$ cat src/rtl/iter_divider.sv
// Radix-2 restoring divider producing quotient and remainder with a valid/ready
// request/response handshake, flush, and a tag carried alongside the result.
module iter_divider #(
  parameter int WIDTH     = 32,
  parameter int TAG_WIDTH = 5
) (
  input  logic                 clk,
  input  logic                 rst,
  input  logic                 valid_i,
  output logic                 ready_o,
  input  logic                 signed_i,
  input  logic [WIDTH-1:0]     dividend_i,
  input  logic [WIDTH-1:0]     divisor_i,
  input  logic [TAG_WIDTH-1:0] tag_i,
  input  logic                 flush_i,
  output logic                 valid_o,
  input  logic                 ready_i,
  output logic [WIDTH-1:0]     quotient_o,
  output logic [WIDTH-1:0]     remainder_o,
  output logic [TAG_WIDTH-1:0] tag_o
);

  localparam int CW = $clog2(WIDTH) + 1;
  localparam logic [WIDTH-1:0] MIN_VAL = {1'b1, {(WIDTH-1){1'b0}}};

  typedef enum logic [1:0] {IDLE, CALC, DONE} state_t;

  state_t                 state_reg, state_next;
  logic [CW-1:0]          cnt_reg, cnt_next;
  logic [WIDTH-1:0]       rem_reg, rem_next;
  logic [WIDTH-1:0]       shift_reg, shift_next;
  logic [WIDTH-1:0]       dvsr_reg, dvsr_next;
  logic                   q_neg_reg, q_neg_next;
  logic                   r_neg_reg, r_neg_next;
  logic [TAG_WIDTH-1:0]   tag_reg, tag_next;
  logic [WIDTH-1:0]       quot_reg, quot_next;
  logic [WIDTH-1:0]       remo_reg, remo_next;
  logic [TAG_WIDTH-1:0]   tago_reg, tago_next;

  logic                   dvd_neg, dvs_neg;
  logic [WIDTH-1:0]       dvd_mag, dvs_mag;
  logic [WIDTH:0]         rem_sh, diff;
  logic                   ge;
  logic [WIDTH-1:0]       rem_step, shift_step;

  always_ff @(posedge clk or negedge rst) begin
    if (!rst) begin
      state_reg <= IDLE;
      cnt_reg   <= '0;
      rem_reg   <= '0;
      shift_reg <= '0;
      dvsr_reg  <= '0;
      q_neg_reg <= 1'b0;
      r_neg_reg <= 1'b0;
      tag_reg   <= '0;
      quot_reg  <= '0;
      remo_reg  <= '0;
      tago_reg  <= '0;
    end else begin
      state_reg <= state_next;
      cnt_reg   <= cnt_next;
      rem_reg   <= rem_next;
      shift_reg <= shift_next;
      dvsr_reg  <= dvsr_next;
      q_neg_reg <= q_neg_next;
      r_neg_reg <= r_neg_next;
      tag_reg   <= tag_next;
      quot_reg  <= quot_next;
      remo_reg  <= remo_next;
      tago_reg  <= tago_next;
    end
  end

  always_comb begin
    state_next = state_reg;
    cnt_next   = cnt_reg;
    rem_next   = rem_reg;
    shift_next = shift_reg;
    dvsr_next  = dvsr_reg;
    q_neg_next = q_neg_reg;
    r_neg_next = r_neg_reg;
    tag_next   = tag_reg;
    quot_next  = quot_reg;
    remo_next  = remo_reg;
    tago_next  = tago_reg;

    dvd_neg = signed_i & dividend_i[WIDTH-1];
    dvs_neg = signed_i & divisor_i[WIDTH-1];
    dvd_mag = dvd_neg ? -dividend_i : dividend_i;
    dvs_mag = dvs_neg ? -divisor_i : divisor_i;

    // A set top bit in the shifted remainder already exceeds any divisor,
    // so the subtraction is non-negative regardless of the borrow bit.
    rem_sh     = {rem_reg, shift_reg[WIDTH-1]};
    diff       = rem_sh - {1'b0, dvsr_reg};
    ge         = rem_sh[WIDTH] | ~diff[WIDTH];
    rem_step   = ge ? diff[WIDTH-1:0] : rem_sh[WIDTH-1:0];
    shift_step = {shift_reg[WIDTH-2:0], ge};

    if (flush_i) begin
      state_next = IDLE;
    end else begin
      case (state_reg)
        IDLE: begin
          if (valid_i) begin
            tag_next   = tag_i;
            q_neg_next = dvd_neg ^ dvs_neg;
            r_neg_next = dvd_neg;
            if (divisor_i == '0) begin
              state_next = DONE;
              quot_next  = '1;
              remo_next  = dividend_i;
              tago_next  = tag_i;
            end else if (signed_i && dividend_i == MIN_VAL && divisor_i == '1) begin
              state_next = DONE;
              quot_next  = MIN_VAL;
              remo_next  = '0;
              tago_next  = tag_i;
            end else begin
              state_next = CALC;
              cnt_next   = '0;
              rem_next   = '0;
              shift_next = dvd_mag;
              dvsr_next  = dvs_mag;
            end
          end
        end
        CALC: begin
          rem_next   = rem_step;
          shift_next = shift_step;
          cnt_next   = cnt_reg + CW'(1);
          if (cnt_reg == CW'(WIDTH - 1)) begin
            state_next = DONE;
            quot_next  = q_neg_reg ? -shift_step : shift_step;
            remo_next  = r_neg_reg ? -rem_step : rem_step;
            tago_next  = tag_reg;
          end
        end
        DONE: begin
          if (ready_i) state_next = IDLE;
        end
        default: state_next = IDLE;
      endcase
    end
  end

  assign ready_o     = (state_reg == IDLE);
  assign valid_o     = (state_reg == DONE);
  assign quotient_o  = quot_reg;
  assign remainder_o = remo_reg;
  assign tag_o       = tago_reg;

endmodule

$ cat config.mk
export PLATFORM = sky130hd
export DESIGN_NAME = iter_divider
export DESIGN_NICKNAME = d
export VERILOG_FILES = /design/src/rtl/iter_divider.sv
export SDC_FILE = /design/constraint.sdc
export NUM_CORES = 1
export LEC_CHECK = 0
export BUFFER_PORTS_ARGS = -buffer_cell sky130_fd_sc_hd__buf_2
export CORE_UTILIZATION = 54
export CTS_BUF_LIST = sky130_fd_sc_hd__clkbuf_16
export CTS_CLUSTER_SIZE = 30
export DETAILED_ROUTE_END_ITERATION = 10
export GPL_TIMING_DRIVEN = 0
export MAX_ROUTING_LAYER = met4
export PLACE_DENSITY = 0.88
export SYNTH_ARGS = -nofsm -noshare
export SYNTH_HDL_FRONTEND = slang
export SYNTH_SLANG_ARGS = --single-unit
$ cat constraint.sdc
create_clock -name clk -period 4.4 [get_ports clk]
set_input_delay 0.88 -clock clk [delete_from_list [all_inputs] [get_ports clk]]
set_output_delay 0.88 -clock clk [all_outputs]
set_load 0.005 [all_outputs]
==> reports/results.ini, run 1 <==
[run_status]
status=finished, final reports clean

[yosys]
synth_area_sq_um=13100
mappedNetlistNets=1750
syn_area_per_cell_sq_um=8.01
seq_area_frac_synth=0.344
synthArstFlopShare=1.00
synth_enable_flop_cells=0
yosysWarnings=0
synth_cell_types=77
synthCells=1636
yosys_register_bits=180
synthFlopType=dfrtp_1

[sta]
finalHoldViolCount=0
slew_headroom=0.186
worstMarginPinSlew_ps=1210
setup_viol_count_final=0
skew_ps=13.3
timing.final.crit_share=0.985
rsz0062_at_grt=yes
final_max_slew_viol_count=0
fmax_mhz=231
setup_tns_ps=0
layout_min_cycle_time_ps=4330

[clocking]
cts_tree=yes
clock_latency_ps=460
path_clk_slew_ps=80
hold_buffers=0
cts_buffers=17
cts.path.max_buffers=2
cts_sinks=180
htreeDepth=4
cts_root_buf=clkbuf_16

[layout]
multi_input_area_sq_um=8360
fin_cells=2136
final_util=0.652
final_common_cell=nand2_1
seqCellArea_sq_um=4510
drive_gt1_frac=0.179
areaGrowthSynthToFinish_pct=17.5
stdcell_area_sq_um=15400
fill_cells=1981
mostFrequentLayoutCells=nand2_1 (234), o21ai_0 (184), dfrtp_1 (177), buf_2 (154), nor2_1 (146)
layout.nets=1915

[floorplanning]
dieArea_sq_um=24900
die_h_um=158
die_width_um=158
ios=146
num_rows=56
core_area_sq_um=23600
initial_utilization=0.555

[power_and_ir_drop]
p_leak_nw=6.56
p_total_mw=11.5
irDropWorstVdd_v=0.000359
power_density_nw_per_um2=747

[global_routing]
gr-total-overflow=0
grt_max_degree=104
grt_first_pass_wirelength_mm=66.4
first_global_vias=12700
grt_use_total=0.359
antenna_found_initial=1

[worst_setup_path]
cp_data_arrival_time_ps=4720
startpoint_type=primary input
worstSetupPathType=primary input to register
cp_max_fo=10
required_ps=4790
crit_path_end_kind=register

[worst_hold_path]
hp-class=primary input to async pin

[placed_design]
portBuffers=143
gp_congestion=0.974
place_inst=2100
dp_hpwl_mm=33.3
placed_area_sq_um=14300

[route]
wl_per_cell_um=20.2
vias=13300
drc=0
drt_first_pass_iters=5
drtAntennaViolNets=0
wirelength_mm=43.1
vias_per_cell=6.22
dr.first_iter.drc_count=1131

[run]
maxCapViolCount=0

==> synth_stat cells, types with 10 or more instances <==
library cell	n	area [sq um]
nand2_1	235	882
o21ai_0	192	961
dfrtp_1	180	4500
nor2_1	148	556
a21oi_1	124	621
xnor2_1	71	622
clkbuf_1	70	263
xor2_1	58	508
inv_1	50	188
ha_1	38	475
nor3_1	34	170
o31ai_1	31	233
a31oi_1	30	188
nor4_1	26	163
nand3_1	24	120
or3_1	19	119
a221oi_2	18	270
buf_2	18	90.1
mux2i_1	17	170
nand4_1	17	106
or4_1	17	128
o21ai_1	14	70.1
o41ai_1	14	123
a21o_1	13	97.6
a22o_1	11	96.3
and3_1	11	68.8
and2_1	10	62.6
==> critical path, cell delays in order <==
cell	delay (ps)
buf_2	140
or4_4	580
nor4_4	210
nand2b_2	120
or4_4	440
or2_4	280
nor4_1	550
clkbuf_1	560
clkbuf_1	550
a221oi_1	260
nor2_1	140
==> layout make-up <==
cell class,instances,share of cell area
Antenna cell,3,0.000487
Buffer,93,0.0322
Clock buffer,17,0.0276
Clock inverter,15,0.0132
Inverter,52,0.0130
Multi-Input combinational cell,1306,0.543
Sequential cell,180,0.293
Tap cell,319,0.0259
Timing Repair Buffer,151,0.0523
==> final timing paths <==
kind / start / end / slack, ps / cells past startpoint
setup reg to reg: shift_reg[31]$_DFFE_PN0P_ / remainder_o[26]$_DFFE_PN0P_ / 90 / 21
min in group clk: quotient_o[19]$_DFFE_PN0P_ / quotient_o[19]$_DFFE_PN0P_ / 470 / 2
setup / recovery: divisor_i[19] / remainder_o[23]$_DFFE_PN0P_ / 70 / 11
hold reg to reg: quotient_o[19]$_DFFE_PN0P_ / quotient_o[19]$_DFFE_PN0P_ / 470 / 2
max in group asynchronous: rst / rem_reg[22]$_DFFE_PN0P_ / 3060 / 2
hold / removal: rst / quotient_o[3]$_DFFE_PN0P_ / 470 / 1
==> cell families after synthesis <==
family,after synthesis,share of synthesized area
buf+inv,150,0.0479
compound gates,521,0.252
mux,26,0.0207
fa+ha+maj,39,0.0378
xor+xnor,129,0.0862
simple gates,591,0.211
flops,180,0.344
==> where the power goes <==
group	total, mW	switching [mW]	internal [mW]
sequential	2.72	0.520	2.20
combinational	7.17	4.43	2.75
clock	1.62	0.832	0.784
total	11.5	5.78	5.73
==> metal layers <==
metal,track usage,up-vias,share of wire
met5,-,-,0
met4,0.196,0,0.050
met3,0.0545,136,0.079
met2,0.593,658,0.48
met1,0.420,6250,0.39
li1,-,6239,-
==> per-stage QoR <==
step           worst slack, ps  hold WS, ps
4_1_cts                  -6.13          480
3_5_place_dp             -1490          461
5_1_grt                  -71.1          503
3_3_place_gp             -1420          450
2_1_floorplan             69.3          451
6_report                  65.6          471
==> repair_timing <==
action,4_1_cts,5_1_grt
setup endpoints to repair,108,86
setup buffers,6,0
gates resized for setup,66,52
pin swaps,8,2
(Power assumes the default switching activity.)
==> run 2: changes to the inputs <==
- CORE_UTILIZATION: 54 -> 55
- PLACE_DENSITY: 0.88 -> 0.87
- clock period: 4.4 -> 5.35 ns (I/O delays scaled with it)
==> run 2 against run 1 <==
Power fell by 23%. Non-clock buffer count fell by 4. Sequential share of layout area rose by 0.86 points. Clock skew barely moved. Combinational power fell by 26%. Largest power group unchanged. Cell count fell by 0.23%.
==> reports/results.ini, run 2 (synthesis gave the netlist of run 1 again) <==
[run_status]
status=finished, final reports clean

[placed_design]
dp_slack_ps=-715  ; +779 ps
gp_congestion=0.947  ; -2.8%
place_inst=2100  ; unchanged
dp_hpwl_mm=33.0  ; -0.78%
portBuffers=143  ; unchanged
placed_area_sq_um=14300  ; about the same

[global_routing]
grt_first_pass_wirelength_mm=65.5  ; -1.4%
first_global_vias=12500  ; -1.7%
grt_use_total=0.357  ; -0.00178
antenna_found_initial=0  ; -1
grt_max_degree=106  ; +1.9%
gr-total-overflow=0  ; unchanged

[worst_setup_path]
required_ps=5720  ; +930 ps
cp_data_arrival_time_ps=5560  ; +840 ps
startpoint=shift_reg[31]$_DFFE_PN0P_
startpoint_type=register
regToRegStartpoint=shift_reg[31]$_DFFE_PN0P_
cp_max_fo=7  ; -3
crit_path_end_kind=register
ff2ff_setup_slack_ps=170  ; +80 ps
worstSetupPathType=register to register

[route]
wirelength_mm=41.6  ; -3.3%
drt_first_pass_iters=5  ; unchanged
vias=13300  ; -0.19%
vias_per_cell=6.22  ; about the same
drc=0  ; unchanged
drtAntennaViolNets=0  ; unchanged
wl_per_cell_um=19.5  ; -3.1%
dr.first_iter.drc_count=1115  ; -1.4%

[sta]
finalHoldViolCount=0  ; unchanged
worstMarginPinSlew_ps=1150  ; -66.1 ps
timing.final.crit_share=0.969
worst_hold_slack_ps=474  ; +2.70 ps
slew_headroom=0.230  ; +0.0444
layout_min_cycle_time_ps=5180
rsz0062_at_grt=no
setup_viol_count_final=0  ; unchanged
worst_slack_ps=168  ; +102 ps
final_max_slew_viol_count=0  ; unchanged
setup_tns_ps=0  ; unchanged
fmax_mhz=193
skew_ps=13.1  ; -0.202 ps

[clocking]
htreeDepth=4  ; unchanged
cts_sinks=180  ; unchanged
path_clk_slew_ps=80  ; about the same
cts_tree=yes
cts_root_buf=clkbuf_16
cts_setup_buffers=0  ; -6
hold_buffers=0  ; unchanged
cts_buffers=17  ; unchanged
cts.path.max_buffers=2  ; unchanged
clock_latency_ps=450  ; about the same

[power_and_ir_drop]
power_density_nw_per_um2=590  ; -21%
irDropWorstVdd_v=0.000297  ; -17%
p_leak_nw=6.44  ; -1.8%
p_total_mw=8.82  ; -23%

[layout]
final_common_cell=nand2_1
fin_cells=2131  ; -0.23%
mostFrequentLayoutCells=nand2_1 (235), o21ai_0 (189), dfrtp_1 (180), buf_2 (156), nor2_1 (148)
layout.nets=1911  ; -0.21%
stdcell_area_sq_um=14900  ; -2.9%
areaGrowthSynthToFinish_pct=14.0
final_util=0.639  ; -0.0135
drive_gt1_frac=0.146  ; -0.0328

[worst_hold_path]
hp-class=register to register
min_from=quotient_o[19]$_DFFE_PN0P_

[floorplanning]
core_area_sq_um=23400  ; -0.89%
dieArea_sq_um=24500  ; -1.8%
ios=146  ; unchanged
die_h_um=156  ; -0.90%
num_rows=56  ; unchanged
initial_utilization=0.560  ; +0.00499
die_width_um=156  ; -0.90%

[run]
maxCapViolCount=0  ; unchanged

[run 2: changes by cell type in the layout (fill, tap and decap cells not counted), sizes merged]
cell / delta
buf: -9
clkbuf: +5
clkinv: +1
diode: -1
inv: -1
[run 2: critical path, cell delays in order, from the launching register on]
cell	delay, ps
dfrtp_1	380
inv_1	70
ha_1	250
fa_1	410
nand2b_1	210
a21boi_0	730
o211ai_1	360
a21boi_0	660
nor3_1	80
a31oi_1	450
o21ai_0	350
nor4_2	590
a41oi_1	220
xor2_1	190
a31oi_1	170
[run 2: power by group]
part / internal (mW) / leakage (nW) / total (mW) / switching [mW]
registers: 1.80 / 2.28 / 2.23 / 0.420
logic: 1.98 / 3.87 / 5.31 / 3.32
clock network: 0.636 / 0.292 / 1.29 / 0.655
total: 4.43 / 6.44 / 8.82 / 4.40
[run 2: final timing paths]
path / to / cells after the start
max: remainder_o[31]$_DFFE_PN0P_ / 14
min reg2reg: quotient_o[19]$_DFFE_PN0P_ / 2
min in group asynchronous: quotient_o[5]$_DFFE_PN0P_ / 1
max reg2reg: remainder_o[31]$_DFFE_PN0P_ / 14
max in group asynchronous: r_neg_reg$_DFFE_PN0P_ / 2
min: quotient_o[19]$_DFFE_PN0P_ / 2
[run 2: area by class of cell]
| cell class | instances | area (sq um) |
|---|---|---|
| plain buffers | 95 | 439 |
| repair buffers | 145 | 761 |
| flip-flops and latches | 180 | 4500 |
| diodes | 2 | 5.00 |
| well taps | 319 | 399 |
| fillers | 2060 | 8450 |
| clock inverters | 15 | 180 |
| inverters | 52 | 196 |
| clock buffers | 17 | 425 |
| multi-input cells | 1306 | 8040 |
[run 2: what timing repair did]
action / 4_1_cts / 5_1_grt
gates resized for setup: 9 / 13
endpoints found under the setup margin: 23 / 13
gates cloned: 0 / 0
[run 2: metal layers]
| layer | global-route usage | share of wire | vias to the layer above |
|---|---|---|---|
| met3 | 0.0523 | 0.076 | 130 |
| met4 | 0.186 | 0.052 | 0 |
| li1 | - | - | 6228 |
| met5 | - | 0 | - |
| met1 | 0.427 | 0.40 | 6270 |
| met2 | 0.585 | 0.48 | 630 |
